### src/rtl/mem_pkg.sv
// mem_pkg: shared widths, storage types and controller states for mem_responder.
package mem_pkg;
  localparam int ADDR_W = 5;
  localparam int DATA_W = 8;
  localparam int DEPTH  = 2 ** ADDR_W;
  typedef logic [ADDR_W-1:0] addr_t;
  typedef logic [DATA_W-1:0] data_t;
  typedef enum logic {CLEAR, IDLE} mem_state_t;
endpackage

### src/rtl/rd_pipe.sv
// rd_pipe: valid+data shift register; data stages load only on valid so the last stage holds the last result.
module rd_pipe #(
  parameter int STAGES = 1,
  parameter int W      = 8
) (
  input  logic         clk,
  input  logic         flush,
  input  logic         valid_in,
  input  logic [W-1:0] data_in,
  output logic         valid_out,
  output logic [W-1:0] data_out
);
  logic [STAGES-1:0] v;
  logic [W-1:0]      d [STAGES];
  always_ff @(posedge clk) begin
    if (flush) begin
      v <= '0;
      for (int i = 0; i < STAGES; i++) d[i] <= '0;
    end else begin
      v[0] <= valid_in;
      if (valid_in) d[0] <= data_in;
      for (int i = 1; i < STAGES; i++) begin
        v[i] <= v[i-1];
        if (v[i-1]) d[i] <= d[i-1];
      end
    end
  end
  assign valid_out = v[STAGES-1];
  assign data_out  = d[STAGES-1];
endmodule

### src/rtl/mem_responder.sv
// mem_responder: 32x8 strobe memory with post-reset clear sweep, pipelined reads and saturating access counters.
module mem_responder
  import mem_pkg::*;
#(
  parameter int RD_LATENCY = 1
) (
  input  logic        clk,
  input  logic        rst,
  input  logic        read,
  input  logic        write,
  input  addr_t       addr,
  input  data_t       data_in,
  output data_t       data_out,
  output logic        data_valid,
  output logic        busy,
  output logic        err,
  output logic [15:0] wr_count,
  output logic [15:0] rd_count
);
  if (RD_LATENCY < 1 || RD_LATENCY > 4) begin : g_bad_latency
    $error("mem_responder: RD_LATENCY must be in 1..4");
  end
  mem_state_t state, state_next;
  addr_t      ptr;
  data_t      mem [DEPTH];
  logic       idle, wr_acc, rd_acc, bad;
  assign idle   = state == IDLE;
  assign busy   = !idle;
  assign wr_acc = idle && write && !read;
  assign rd_acc = idle && read && !write;
  assign bad    = (read && write) || (!idle && (read || write));
  always_comb begin
    state_next = CLEAR;
    state_next = state == CLEAR ? (ptr == addr_t'(DEPTH - 1) ? IDLE : CLEAR)
               : state == IDLE  ? IDLE : CLEAR;
  end
  always_ff @(posedge clk) begin
    if (rst) begin
      state    <= CLEAR;
      ptr      <= '0;
      err      <= 1'b0;
      wr_count <= '0;
      rd_count <= '0;
    end else begin
      state <= state_next;
      ptr   <= idle ? '0 : ptr + 1'b1;
      err   <= bad;
      if (wr_acc && wr_count != 16'hFFFF) wr_count <= wr_count + 1'b1;
      if (rd_acc && rd_count != 16'hFFFF) rd_count <= rd_count + 1'b1;
    end
  end
  // Clear sweep owns the array until it finishes, so it never competes with a write.
  always_ff @(posedge clk) begin
    if (!rst) begin
      if (!idle) mem[ptr] <= '0;
      else if (wr_acc) mem[addr] <= data_in;
    end
  end
  rd_pipe #(.STAGES(RD_LATENCY), .W(DATA_W)) u_rd_pipe (
    .clk      (clk),
    .flush    (rst),
    .valid_in (rd_acc),
    .data_in  (mem[addr]),
    .valid_out(data_valid),
    .data_out (data_out)
  );
endmodule

### config.mk
export PLATFORM = sky130hd
export DESIGN_NAME = mem_responder
export DESIGN_NICKNAME = d
export VERILOG_FILES = /design/src/rtl/mem_pkg.sv /design/src/rtl/rd_pipe.sv /design/src/rtl/mem_responder.sv
export SDC_FILE = /design/constraint.sdc
export NUM_CORES = 1
export LEC_CHECK = 0
export CORE_ASPECT_RATIO = 0.5
export CORE_MARGIN = 8
export CORE_UTILIZATION = 55
export CTS_CLUSTER_SIZE = 12
export DETAILED_ROUTE_END_ITERATION = 8
export PLACE_DENSITY = 0.74
export SLEW_MARGIN = 30
export SYNTH_ARGS = -nofsm -noshare
export SYNTH_HDL_FRONTEND = slang
export SYNTH_HIERARCHICAL = 1
export SYNTH_SLANG_ARGS = --single-unit
### constraint.sdc
create_clock -name clk -period 3.1 [get_ports clk]
set_clock_uncertainty 0.15 [all_clocks]
set_input_delay 0.62 -clock clk [delete_from_list [all_inputs] [get_ports clk]]
set_output_delay 0.62 -clock clk [all_outputs]
set_load 0.01 [all_outputs]
==> flow_metrics.env, run 1 <==
export IMPL_synth_enable_flop_cells=264
export IMPL_portBuffers=59
export IMPL_holdBufCountCts=0
export IMPL_yosysSeqAreaShare_pct=70.8
export IMPL_synth_largest_area_cell="edfxtp_1"
export IMPL_topRoutingLayerUsed="met4"
export IMPL_cts_sinks=304
export IMPL_synth_area_leaders="edfxtp_1 (64%), mux4_2 (15%), dfxtp_1 (6.5%)"
export IMPL_drc=0
export IMPL_cts_tree="built"
export IMPL_num_antenna_cells=0
export IMPL_numCtsBuffers=29
export IMPL_grt_pass1_vias=6911
export IMPL_drv_cap=0
export IMPL_initial_core_util_pct=56.5
export IMPL_finalWirelength_um=28000
export IMPL_worstPathArrival_ns=2.65
export IMPL_clockBufferDepth=3
export IMPL_final_cell_count_no_fill=1123
export IMPL_met3_length_um=2930
export IMPL_nNetsFinal=833
export IMPL_tightestPinTransition_ns=0.729
export IMPL_ff2ff_setup_slack_ns=0.54
export IMPL_crit_path_end_kind="flip-flop"
export IMPL_path_clk_slew_ns=0.06
export IMPL_dp_cells=1081
export IMPL_path_cells="nor4bb_4 -> buf_12 -> mux2i_1 -> o21ai_0 -> nor2_1 -> buf_4"
export IMPL_final_area_mm2=0.0146
export IMPL_avgSynthCellArea_um2=18.1
export IMPL_finalSetupTns_ns=0
export IMPL_clock_latency_ns=0.54
export IMPL_ctsResizeCount=0
export IMPL_die_w_um=228
export IMPL_route_met2_wl_um=12800
export IMPL_io_pins=60
export IMPL_drtIter0Drc=884
export IMPL_synthCells=683
export IMPL_cp_required_ns=3.19
export IMPL_synth_async_sr_flop_share_pct=0
export IMPL_dp_hpwl_um=18300
export IMPL_cp_start_kind="flip-flop"
export IMPL_crit_buf_inv=2
export IMPL_synth_most_common_cell="edfxtp_1"
export IMPL_rsz0062_at_grt="no"
export IMPL_crit_type="flip-flop to flip-flop"
export IMPL_num_rows=38
export IMPL_netlist_area_mm2=0.0123
export IMPL_via_per_inst=6.26
export IMPL_finalSetupViolCount=0
export IMPL_period_needed_ns=2.56
export IMPL_grt_usage_pct=19.9
export IMPL_die_y_um=122
export IMPL_place_area_mm2=0.0138
export IMPL_grt_max_degree=52
export IMPL_wire_per_inst_um=24.9
export IMPL_gp_congestion=0.839
export IMPL_leakage_uw=0.00527
export IMPL_syn_num_nets=704
export IMPL_period_share_pct=82.5
export IMPL_vias=7025
export IMPL_slowest_stage="dfxtp_1"
export IMPL_design_core_area_mm2=0.0218
export IMPL_finalHoldViolations=0
export IMPL_grt_pass1_wl_um=42200
export IMPL_outcome="finished, final reports clean"
export IMPL_yosys_most_used_dff="edfxtp_1"
export IMPL_yosys_warnings=6
export IMPL_synth_seq_cells=304
export IMPL_critPathMaxFanout=18
export IMPL_wl_met1_um=11800
export IMPL_cts_htree_levels=1
export IMPL_critPathTopFamily="simple AND/OR/NAND/NOR gates"
export IMPL_worstHoldPathType="flip-flop to flip-flop"
export IMPL_overflow=0
export IMPL_drv_slew=0
export IMPL_power_per_cell_area_mw_per_mm2=539
export IMPL_synth_top_area_share_pct=64.3
export IMPL_drtPass1Iterations=5
export IMPL_max_freq_ghz=0.391
export IMPL_cts_root_buf="clkbuf_16"
export IMPL_slew_headroom_pct=51.0
export IMPL_critPathMaxStageDelay_ns=0.52
export IMPL_ir_drop_v=0.000379
export IMPL_netlist_top_cells_count="edfxtp_1 (264), mux4_2 (80), nor2_1 (49)"
export IMPL_yosysUniqueCellTypes=47
export IMPL_area_growth_pct=18.2
export IMPL_drive_above_1_share_pct=24.7
export IMPL_die_area_mm2=0.0278
export IMPL_post_cts_buffers=0
export IMPL_antenna_found_initial=0
export IMPL_detail_route_antenna_nets=0
final timing paths:
check | start | endpoint | cells after the start
worst max register to register | idle$_SDFF_PP0_ | mem[3][3]$_DFFE_PP_ | 6
worst min-delay path | rd_count[15]$_SDFFE_PP0P_ | rd_count[15]$_SDFFE_PP0P_ | 1
worst max-delay path | idle$_SDFF_PP0_ | mem[3][3]$_DFFE_PP_ | 6
worst min register to register | rd_count[15]$_SDFFE_PP0P_ | rd_count[15]$_SDFFE_PP0P_ | 1
layout by cell type (no fill, tap or decap), types with 2 or more instances in the layout:
| cell | n |
|---|---|
| edfxtp_1 | 264 |
| mux4_2 | 80 |
| buf_4 | 60 |
| clkdlybuf4s50_1 | 56 |
| nor2_1 | 49 |
| dfxtp_1 | 40 |
| clkbuf_16 | 29 |
| nand2_1 | 27 |
| a21oi_1 | 22 |
| mux2_2 | 15 |
| nand3_1 | 13 |
| o21ai_0 | 11 |
| or4_1 | 11 |
| and2_1 | 10 |
| and3b_1 | 10 |
| nand4_1 | 10 |
| inv_1 | 9 |
| o31ai_1 | 9 |
| clkbuf_1 | 9 |
| buf_12 | 9 |
| nor3_1 | 8 |
| nor2b_1 | 8 |
| mux2i_1 | 6 |
| and3_1 | 5 |
| nand2b_1 | 5 |
| and4_1 | 5 |
| or3_1 | 5 |
| ha_1 | 4 |
| a211oi_1 | 3 |
| o22a_1 | 2 |
| a32oi_1 | 2 |
| nor4_2 | 2 |
| o41ai_1 | 2 |
| nor4_1 | 2 |
| a311oi_1 | 2 |
| clkbuf_8 | 2 |
| buf_2 | 2 |
cell type report:
| class | count | area, um2 |
|---|---|---|
| tap | 300 | 375 |
| timing repair buffer | 127 | 1200 |
| inverter | 9 | 33.8 |
| multi-input combinational | 341 | 3440 |
| clock buffer | 40 | 787 |
| sequential | 304 | 8730 |
| fill | 1409 | 7240 |
| clock inverter | 2 | 13.8 |
through the flow:
stage	hold WS [ns]	util (%)	worst slack [ns]	power [uW]
after floorplan	0.325	-	0.217	4680
after global placement	0.336	63.1	0.108	4810
after detailed placement	0.349	63.1	0.0608	4810
after CTS	0.356	66.8	0.573	7890
after global routing	0.396	66.8	0.417	8060
final	0.348	66.8	0.542	7850
cell families (layout without fill, tap and decap cells):
group                    after synthesis  in the layout  share of synthesized area, %
flip-flops                           304            304                          70.8
multiplexers                         101            101                          16.5
buffers and inverters                 38            178                          1.50
AO/OA/AOI/OAI                         59             59                          3.05
adder cells (fa/ha/maj)                4              4                         0.406
XOR/XNOR                               2              2                         0.142
AND/OR/NAND/NOR                      175            175                          7.66
sequential cells by signal (all words and copies together) (netlist names):
register and flops:
rd_count 16, err 1, idle 1, wr_count 16, u_rd_pipe/d 8, mem 256
u_rd_pipe/valid_out 1, ptr 5
per-layer routing:
layer,track usage (%),vias to the layer above
li1,-,3039
met1,29.0,3553
met2,31.3,398
met3,4.25,35
met4,3.77,0
met5,0,-
power by group:
| group | leakage [uW] | switching [uW] | total [uW] | internal [uW] |
|---|---|---|---|---|
| Sequential | 0.00324 | 13.5 | 4430 | 4410 |
| Clock | 0.000391 | 1390 | 3130 | 1740 |
| Combinational | 0.00164 | 156 | 300 | 144 |
Power figures use the tool's default switching activity.
==> run 2, diff against run 1 <==
==> constraint.sdc (replaced) <==
create_clock -name clk -period 2.6 [get_ports clk]
set_clock_uncertainty 0.15 [all_clocks]
set_input_delay 0.52 -clock clk [delete_from_list [all_inputs] [get_ports clk]]
set_output_delay 0.52 -clock clk [all_outputs]
set_load 0.01 [all_outputs]
==> run 2 against run 1 <==
Effect of this change:
- die area unchanged
- clock-buffer cell count down 1
- critical path type is now primary input to flip-flop
- sequential share of layout area down 1.2 points
- highest routed layer unchanged
- critical path depth up 2
- flip-flop and latch count unchanged
- hold slack worse by 0.17 ns
- power up 19%
- sequential power up 19%
==> flow_metrics.env, run 2 (same netlist as run 1, synthesis figures left out) <==
export IMPL_wire_per_inst_um=25.1
export IMPL_grt_pass1_vias=7218
export IMPL_crit_path_frequent_cell="buf_4"
export IMPL_rsz0062_at_grt="no"
export IMPL_period_share_pct=93.4
export IMPL_drtIter0Drc=872
export IMPL_path_cells="clkdlybuf4s50_1 -> nor4bb_4 -> buf_4 -> mux2i_1 -> buf_4 -> nand2_1 -> nor2_1 -> buf_4"
export IMPL_crit_path_end_kind="flip-flop"
export IMPL_fin_ws_ns=0.172
export IMPL_numCtsBuffers=29
export IMPL_die_area_mm2=0.0278
export IMPL_r2r_end="u_rd_pipe/d[0][7]$_SDFFCE_PN0P_"
export IMPL_dp_hpwl_um=18900
export IMPL_drtPass1Iterations=5
export IMPL_leakage_uw=0.00544
export IMPL_finalWirelength_um=29000
export IMPL_hold_path_depth=3
export IMPL_ctsResizeCount=0
export IMPL_grt_pass1_wl_um=44200
export IMPL_holdBufCountCts=0
export IMPL_top_regs="mem: 256 flops, rd_count: 16 flops, wr_count: 16 flops"
export IMPL_drv_slew=0
export IMPL_cp_start_kind="primary input"
export IMPL_path_clk_slew_ns=0.06
export IMPL_grt_usage_pct=20.9
export IMPL_drive_above_1_share_pct=26.9
export IMPL_min_from="rst"
export IMPL_cts_sinks=304
export IMPL_grt_max_degree=49
export IMPL_overflow=0
export IMPL_portBuffers=59
export IMPL_cp_required_ns=2.70
export IMPL_io_pins=60
export IMPL_crit_buf_inv=4
export IMPL_critical_path_depth=8
export IMPL_num_rows=38
export IMPL_largest_register="mem"
export IMPL_finalSetupViolCount=0
export IMPL_initial_core_util_pct=56.5
export IMPL_ir_drop_v=0.000473
export IMPL_critPathTopFamily="buffers and inverters"
export IMPL_largest_reg_flops=256
export IMPL_area_growth_pct=20.7
export IMPL_clock_latency_ns=0.54
export IMPL_antenna_found_initial=0
export IMPL_place_ws_ns=-0.332
export IMPL_critPathMaxFanout=9
export IMPL_gp_congestion=0.895
export IMPL_slowest_stage="clkdlybuf4s50_1"
export IMPL_vias=7094
export IMPL_power_per_cell_area_mw_per_mm2=628
export IMPL_cts_root_buf="clkbuf_16"
export IMPL_final_common_cell="edfxtp_1"
export IMPL_tightestPinTransition_ns=0.764
export IMPL_final_cell_count_no_fill=1155
export IMPL_die_w_um=228
export IMPL_mostFrequentLayoutCells="edfxtp_1 (264), buf_4 (82), mux4_2 (80)"
export IMPL_critPathMaxStageDelay_ns=0.46
export IMPL_via_per_inst=6.14
export IMPL_ff2ff_setup_slack_ns=0.26
export IMPL_cts_htree_levels=1
export IMPL_cts_tree="built"
export IMPL_r2r_start="mem[11][7]$_DFFE_PP_"
export IMPL_crit_type="primary input to flip-flop"
export IMPL_min_to="ptr[3]$_SDFF_PN0_"
export IMPL_dp_cells=1111
export IMPL_final_util_pct=68.2
export IMPL_period_needed_ns=2.43
export IMPL_finalHoldViolations=0
export IMPL_max_freq_ghz=0.412
export IMPL_slew_headroom_pct=48.6
export IMPL_clockBufferDepth=3
export IMPL_die_y_um=122
export IMPL_drv_cap=0
export IMPL_detail_route_antenna_nets=0
export IMPL_whs_ns=0.183
export IMPL_worstHoldPathType="primary input to flip-flop"
export IMPL_design_core_area_mm2=0.0218
export IMPL_post_cts_buffers=0
export IMPL_worstPathArrival_ns=2.53
export IMPL_nNetsFinal=863
export IMPL_rr_worst_depth=4
export IMPL_outcome="finished, final reports clean"
export IMPL_drc=0
run 2: per-stage QoR:
| step | cell area, um2 | power, uW | setup TNS, ns |
|---|---|---|---|
| after global placement | 14100 | 5740 | -50.61 |
| after CTS | 14900 | 9380 | 0 |
| after floorplan | 12300 | 5580 | 0 |
| final | 14900 | 9340 | 0 |
| after global routing | 14900 | 9580 | 0 |
| after detailed placement | 14100 | 5750 | -61.17 |
run 2: worst min-delay path: stages:
cell,delay (ns)
buf_2,0.12
buf_4,0.13
nor3_1,0.05
run 2: power breakdown:
group / switching (uW) / internal [uW] / total [uW] / leakage [uW]
registers: 16.1 / 5260 / 5280 / 0.00324
clock network: 1670 / 2020 / 3690 / 0.000381
logic: 189 / 184 / 373 / 0.00181
total: 1880 / 7470 / 9340 / 0.00544
run 2: final cells by class:
cell class / instances / area (um2)
inverter: 9 / 33.8
timing repair buffer: 157 / 1530
tap: 300 / 375
clock inverter: 4 / 21.3
multi-input combinational: 341 / 3430
sequential: 304 / 8730
clock buffer: 39 / 763
fill: 1388 / 6940
antenna: 1 / 2.50
run 2: routing by layer:
| metal | vias up | global-route usage, % | routed length, um |
|---|---|---|---|
| li1 | 3099 | - | - |
| met1 | 3598 | 28.6 | 12100 |
| met2 | 339 | 33.3 | 13400 |
| met3 | 58 | 5.34 | 2780 |
| met4 | 0 | 6.34 | 719 |
| met5 | - | 0 | 0 |
run 2: worst max path at each step:
stage                                       to  slack (ns)  startpoint
2_1_floorplan  u_rd_pipe/d[0][0]$_SDFFCE_PN0P_      0.0004     addr[0]
3_3_place_gp              mem[17][7]$_DFFE_PP_       -0.30        read
3_5_place_dp              mem[17][7]$_DFFE_PP_       -0.33        read
4_1_cts                   mem[17][1]$_DFFE_PP_        0.20        read
5_1_grt                    mem[6][6]$_DFFE_PP_        0.06        read
6_report                  mem[17][1]$_DFFE_PP_        0.17        read
==> run 3, diff against run 2 <==
--- a/config.mk
+++ b/config.mk
@@ -5,12 +5,14 @@
 export SDC_FILE = /design/constraint.sdc
 export NUM_CORES = 1
 export LEC_CHECK = 0
+export ABC_AREA = 1
 export CORE_ASPECT_RATIO = 0.5
 export CORE_MARGIN = 8
 export CORE_UTILIZATION = 55
+export CTS_CLUSTER_DIAMETER = 80
 export CTS_CLUSTER_SIZE = 12
 export DETAILED_ROUTE_END_ITERATION = 8
-export PLACE_DENSITY = 0.74
+export PLACE_DENSITY = 0.76
 export SLEW_MARGIN = 30
 export SYNTH_ARGS = -nofsm -noshare
 export SYNTH_HDL_FRONTEND = slang
==> constraint.sdc (replaced) <==
create_clock -name clk -period 1.98 [get_ports clk]
set_clock_uncertainty 0.15 [all_clocks]
set_input_delay 0.396 -clock clk [delete_from_list [all_inputs] [get_ports clk]]
set_output_delay 0.396 -clock clk [all_outputs]
set_load 0.01 [all_outputs]
==> run 3 against run 2 <==
Effect of this change:
- the flow now finishes with violations (setup timing)
- flip-flop and latch count unchanged
- cell count increased by 54%
- critical endpoint is now mem[0][5]$_DFFE_PP_
- sequential power rose by 31%
- clock power is 36% higher
- sequential share of layout area shrank 5.4 points
- critical path depth increased by 2
- clock-buffer cell count rose by 13
- power increased by 37%
- final area is 10% higher
- first-iteration DRC count rose by 16%
==> flow_metrics.env, run 3 <==
export IMPL_num_antenna_cells=0
export IMPL_largest_register="mem"
export IMPL_switchingPower_uw=2810
export IMPL_worstPathArrival_ns=2.26
export IMPL_synth_most_common_cell="nand2_1"
export IMPL_period_share_pct=110
export IMPL_final_util_pct=69.1
export IMPL_wire_per_inst_um=19.6
export IMPL_violations="setup timing"
export IMPL_portBuffers=59
export IMPL_r2r_end="mem[0][5]$_DFFE_PP_"
export IMPL_slew_headroom_pct=71.3
export IMPL_clock_latency_ns=0.55
export IMPL_top_usage_layer="met2"
export IMPL_slowest_stage="dfxtp_2"
export IMPL_path_clk_slew_ns=0.07
export IMPL_via_per_inst=5.68
export IMPL_p_sw_share_pct=22.0
export IMPL_clkPwrFrac_pct=39.3
export IMPL_power_per_cell_area_mw_per_mm2=779
export IMPL_overflow=0
export IMPL_synth_top_area_share_pct=60.1
export IMPL_cp_start_kind="flip-flop"
export IMPL_netlist_area_mm2=0.0132
export IMPL_synth_area_leaders="edfxtp_1 (60%), nand2_1 (13%), nand3_1 (8.1%)"
export IMPL_io_pins=60
export IMPL_leakage_uw=0.00653
export IMPL_cts_sinks=304
export IMPL_endpoint="mem[0][5]$_DFFE_PP_"
export IMPL_combPwrFrac_pct=6.6
export IMPL_clockBufferDepth=3
export IMPL_critPathMaxFanout=8
export IMPL_max_freq_ghz=0.458
export IMPL_yosysSeqAreaShare_pct=66.2
export IMPL_outcome="complete, but fails checks"
export IMPL_cts_tree="built"
export IMPL_worstHoldPathType="primary input to flip-flop"
export IMPL_yosys_warnings=6
export IMPL_synth_async_sr_flop_share_pct=0
export IMPL_finalSetupViolCount=256
export IMPL_r2r_start="idle$_SDFF_PP0_"
export IMPL_avgSynthCellArea_um2=10.1
export IMPL_drtPass1Iterations=8
export IMPL_initial_core_util_pct=55.5
export IMPL_cp_required_ns=2.06
export IMPL_tightestPinTransition_ns=0.430
export IMPL_yosysUniqueCellTypes=36
export IMPL_drive_above_1_share_pct=16.5
export IMPL_ff2ff_setup_slack_ns=-0.20
export IMPL_drv_cap=0
export IMPL_cts_htree_levels=1
export IMPL_dp_hpwl_um=22400
export IMPL_synthCells=1299
export IMPL_antenna_found_initial=0
export IMPL_rr_worst_depth=10
export IMPL_drv_slew=0
export IMPL_final_area_mm2=0.0164
export IMPL_grt_pass1_wl_um=53300
export IMPL_gp_congestion=0.918
export IMPL_crit_start="idle$_SDFF_PP0_"
export IMPL_grt_max_degree=44
export IMPL_top_regs="mem: 256 flops, rd_count: 16 flops, wr_count: 16 flops"
export IMPL_yosys_most_used_dff="edfxtp_1"
export IMPL_place_area_mm2=0.0152
export IMPL_fin_ws_ns=-0.205
export IMPL_intPower_uw=9980
export IMPL_synth_seq_cells=304
export IMPL_die_y_um=125
export IMPL_cts_root_buf="clkbuf_16"
export IMPL_finalHoldViolations=0
export IMPL_final_common_cell="nand2_1"
export IMPL_seqPwrFrac_pct=54.2
export IMPL_holdBufCountCts=0
export IMPL_crit_path_end_kind="flip-flop"
export IMPL_finalWirelength_um=34900
export IMPL_critPathMaxStageDelay_ns=0.33
export IMPL_grt_met3_usage_pct=4.67
export IMPL_nNetsFinal=1462
export IMPL_rsz0062_at_grt="yes"
export IMPL_num_rows=40
export IMPL_period_needed_ns=2.18
export IMPL_grt_usage_pct=22.6
export IMPL_mostFrequentLayoutCells="nand2_1 (465), edfxtp_1 (264), nand3_1 (213)"
export IMPL_grt_pass1_vias=9884
export IMPL_die_w_um=235
export IMPL_syn_num_nets=1320
export IMPL_use_met1_pct=27.8
export IMPL_design_core_area_mm2=0.0238
export IMPL_drc=0
export IMPL_vias=10107
export IMPL_synth_largest_area_cell="edfxtp_1"
export IMPL_largest_reg_flops=256
export IMPL_gr_usage_met2_pct=39.6
export IMPL_netlist_top_cells_count="nand2_1 (469), edfxtp_1 (264), nand3_1 (213)"
export IMPL_path_cells="inv_2 -> nor2_4 -> nand2_4 -> nor2_8 -> buf_6 -> buf_6 -> o21ai_4 -> nand3_4 -> buf_12 -> nor2_4"
export IMPL_ir_drop_v=0.000581
export IMPL_detail_route_antenna_nets=0
export IMPL_die_area_mm2=0.0295
export IMPL_crit_type="flip-flop to flip-flop"
export IMPL_area_growth_pct=24.6
export IMPL_synth_enable_flop_cells=264
export IMPL_numCtsBuffers=29
export IMPL_drtIter0Drc=1014
## run 3: cell count changes in the layout (fill, tap and decap cells not counted), moves of 14 or more
cell	previous run	this run
inv_1	9	44
buf_6	0	19
nand3_1	13	213
nor2_1	49	63
dlygate4sd2_1	0	34
nor2_4	0	32
mux4_2	80	0
mux2_2	15	0
nand2_1	27	465
clkdlybuf4s50_1	56	19
buf_12	17	32
buf_4	82	63
## run 3: kinds of logic after synthesis
group	Yosys count	synth area share (%)
AOI/OAI and AO/OA	45	2.04
xor gates and xnor gates	11	0.731
adders and majority gates	4	0.380
buffers and inverters	115	3.72
DFF	304	66.2
and+or+nand+nor	820	26.9
## run 3: layer usage
layer,vias up,wire [um],share of wire [%]
met5,-,0,0
met2,529,17100,49
met3,115,3150,9.0
li1,4685,-,-
met4,0,1310,3.8
met1,4778,13300,38
## run 3: repair_timing
action,in CTS,in global routing
endpoints found under the hold margin,0,0
endpoints found under the setup margin,290,278
buffers inserted,11,11
resized for setup,92,14
pin swaps,29,25
## run 3: power groups by stage
stage | registers [uW] | logic (uW) | clock network (uW)
6_report | 6930 | 842 | 5020
4_1_cts | 6930 | 807 | 5030
3_5_place_dp | 7060 | 780 | 0
3_3_place_gp | 7060 | 759 | 0
2_1_floorplan | 7060 | 447 | 0
5_1_grt | 6930 | 897 | 5270
## run 3: how the worst min path moves through the flow
stage	cells past startpoint	slack [ns]	end	start
CTS	4	0.30	err$_SDFF_PP0_	read
global placement	2	0.34	wr_count[8]$_SDFFE_PP0P_	wr_count[8]$_SDFFE_PP0P_
floorplan	1	0.30	ptr[0]$_SDFF_PN0_	ptr[0]$_SDFF_PN0_
detailed placement	2	0.37	wr_count[7]$_SDFFE_PP0P_	wr_count[7]$_SDFFE_PP0P_
finish	4	0.32	err$_SDFF_PP0_	read
global route	4	0.33	err$_SDFF_PP0_	read
## run 3: final cells by class
cell class	instances	area [um2]
clock buffers	52	812
repair buffers	174	1890
fillers	1588	7340
clock inverters	2	17.5
well taps	315	394
inverters	52	201
multi-input cells	880	4370
flip-flops and latches	304	8740
## run 3: critical path: cells and delay by family, from the launching register on
kind                   cells  cell delay, ns
AOI/OAI and AO/OA          1            0.23
buffers and inverters      4            0.49
DFF                        1            0.33
and+or+nand+nor            5            0.64
## run 3: metrics by stage
stage | hold WS [ns] | setup slack, ns | std cells | setup TNS [ns] | total power [uW]
2_1_floorplan | 0.303 | -0.239 | 1299 | -69.86 | 7510
3_3_place_gp | 0.343 | -0.676 | 1703 | -217.34 | 7820
3_5_place_dp | 0.366 | -0.737 | 1703 | -245.47 | 7840
4_1_cts | 0.296 | -0.159 | 1768 | -24.89 | 12800
5_1_grt | 0.330 | -0.268 | 1779 | -53.97 | 13100
6_report | 0.322 | -0.205 | 1779 | -35.30 | 12800
==> patch: new RTL, config.mk and constraints of run 3 <==
`RD_LATENCY`: 1 -> 2.
--- a/src/rtl/mem_responder.sv
+++ b/src/rtl/mem_responder.sv
@@ -3,5 +3,5 @@
   import mem_pkg::*;
 #(
-  parameter int RD_LATENCY = 1
+  parameter int RD_LATENCY = 2
 ) (
   input  logic        clk,
Behaviour: no difference found for any inputs over 10 cycles, from zero or initial values and one cycle with rst high; that may be too few to reach the edited logic, so the function may still have changed.
==> patch against run 3 <==
Setup slack better by 0.12 ns. Critical path depth decreased by 1. Area after synthesis increased by 3.1%. Clock power grew 3%. Power rose by 2.4%. The run still ends with negative setup slack left. Via count down 0.34%. Cell area up 1.8%. Non-clock buffer count fell by 15. Sequential share of layout area up 0.69 points. Routed wire length decreased by 3.8%. Global-route usage is 0.97 points lower. Sequential cell count rose by 9.
==> patch: results (changes against run 3) <==
setup bufs post-CTS=7 (-4); cells taking the most area after synthesis=edfxtp_1, nand2_1, nand3_1; fraction of layout instances using a drive strength above 1=15.9% (-0.59 points); final net count=1478 (+1.1%); placed cell area=15500 um^2 (+2.3%); global-route met1 utilization=28.6% (+0.87 points); final total negative setup slack=-9.41 ns (+25.88 ns); CP Data Arrival Time=2.15 ns (-0.11 ns); global placer's final weighted congestion=0.873 (-4.9%); routed wire length=33.6 mm (-3.8%); outcome=finished, violations left; failing checks=negative setup slack; Post-synth top cells=nand2_1, edfxtp_1, nand3_1; pin count of the biggest net entering global routing=70 (+59%); DR iter-0 viols=1025 (+1.1%); total of endpoints with negative setup slack in the final report=231 (-9.8%); power dissipated in sequential cells=7.14 mW (+3.0%); combinational group share of total power=6.2% (-0.4 points); met2 layer usage reported by global route=36.5% (-3.1 points); Post-Synthesis Net Count=1358 (+2.9%); sequential-to-total area share from yosys stat=66.1% (-0.10 points); detailed-route via count=10.1k (-0.34%); slew of the pin with the lowest slew margin=0.323 ns (-0.107 ns); half-perimeter wire length of the detailed placement result=22.2 mm (-0.67%); peak supply drop=600 uV (+3.3%); CTS root buf=clkbuf_16; final setup slack of the worst path=-0.0868 ns (+0.118 ns); All-Layer GR Usage=21.6% (-0.97 points); total clock buffers created by CTS=30 (+3.4%); number of gates given a new drive strength after cts=96 (+4.3%); via count of the first global-routing pass=9629 (-2.6%)
==> patch: cell types whose count changed after synthesis, sizes merged <==
cell / change
o21ai: +1
nor2: +10
buf: +9
edfxtp: +8
inv: +9
dfxtp: +1
nand2: +1
or2: -1
==> patch: final cells by class <==
class | instances | area, um^2 | share of cell area, %
Timing Repair Buffer | 159 | 1760 | 10.5
Tap cell | 336 | 420 | 2.51
Antenna cell | 1 | 2.50 | 0.0150
Clock inverter | 2 | 27.5 | 0.165
Sequential cell | 313 | 9010 | 53.9
Clock buffer | 54 | 841 | 5.03
Inverter | 61 | 241 | 1.44
Multi-Input combinational cell | 892 | 4420 | 26.4
==> patch: cells by family (layout without fill, tap and decap cells) <==
logic type | Yosys count | in the layout | share of synthesized area [%]
xor+xnor | 11 | 11 | 0.708
other cells | 0 | 1 | 0
buf+inv | 133 | 276 | 4.38
simple gates | 830 | 831 | 26.3
compound gates | 46 | 46 | 2.10
fa+ha+maj | 4 | 4 | 0.368
flops | 313 | 313 | 66.1
==> patch: worst paths after layout <==
| path | cells after the start | to | start |
|---|---|---|---|
| hold / removal | 4 | err | read |
| setup reg to reg | 9 | mem[27][5] | idle |
| setup / recovery | 9 | mem[27][5] | idle |
| hold reg to reg | 2 | u_rd_pipe/v[1] | u_rd_pipe/v[0] |
==> patch: metal layers <==
layer,vias to the layer above,wire length (um)
li1,4749,-
met1,4769,13500
met2,489,16000
met3,66,3250
met4,0,824
met5,-,0
==> patch: metrics by stage <==
step	hold slack (ns)	instances	setup slack [ns]	total power, mW	util, %
floorplan	0.303	1337	-0.239	7.74	-
global placement	0.324	1749	-0.668	8.03	64.5
detailed placement	0.335	1749	-0.719	8.05	64.5
CTS	0.292	1813	-0.0813	13.1	68.9
global route	0.308	1817	-0.152	13.5	69.3
finish	0.309	1818	-0.0868	13.1	69.3
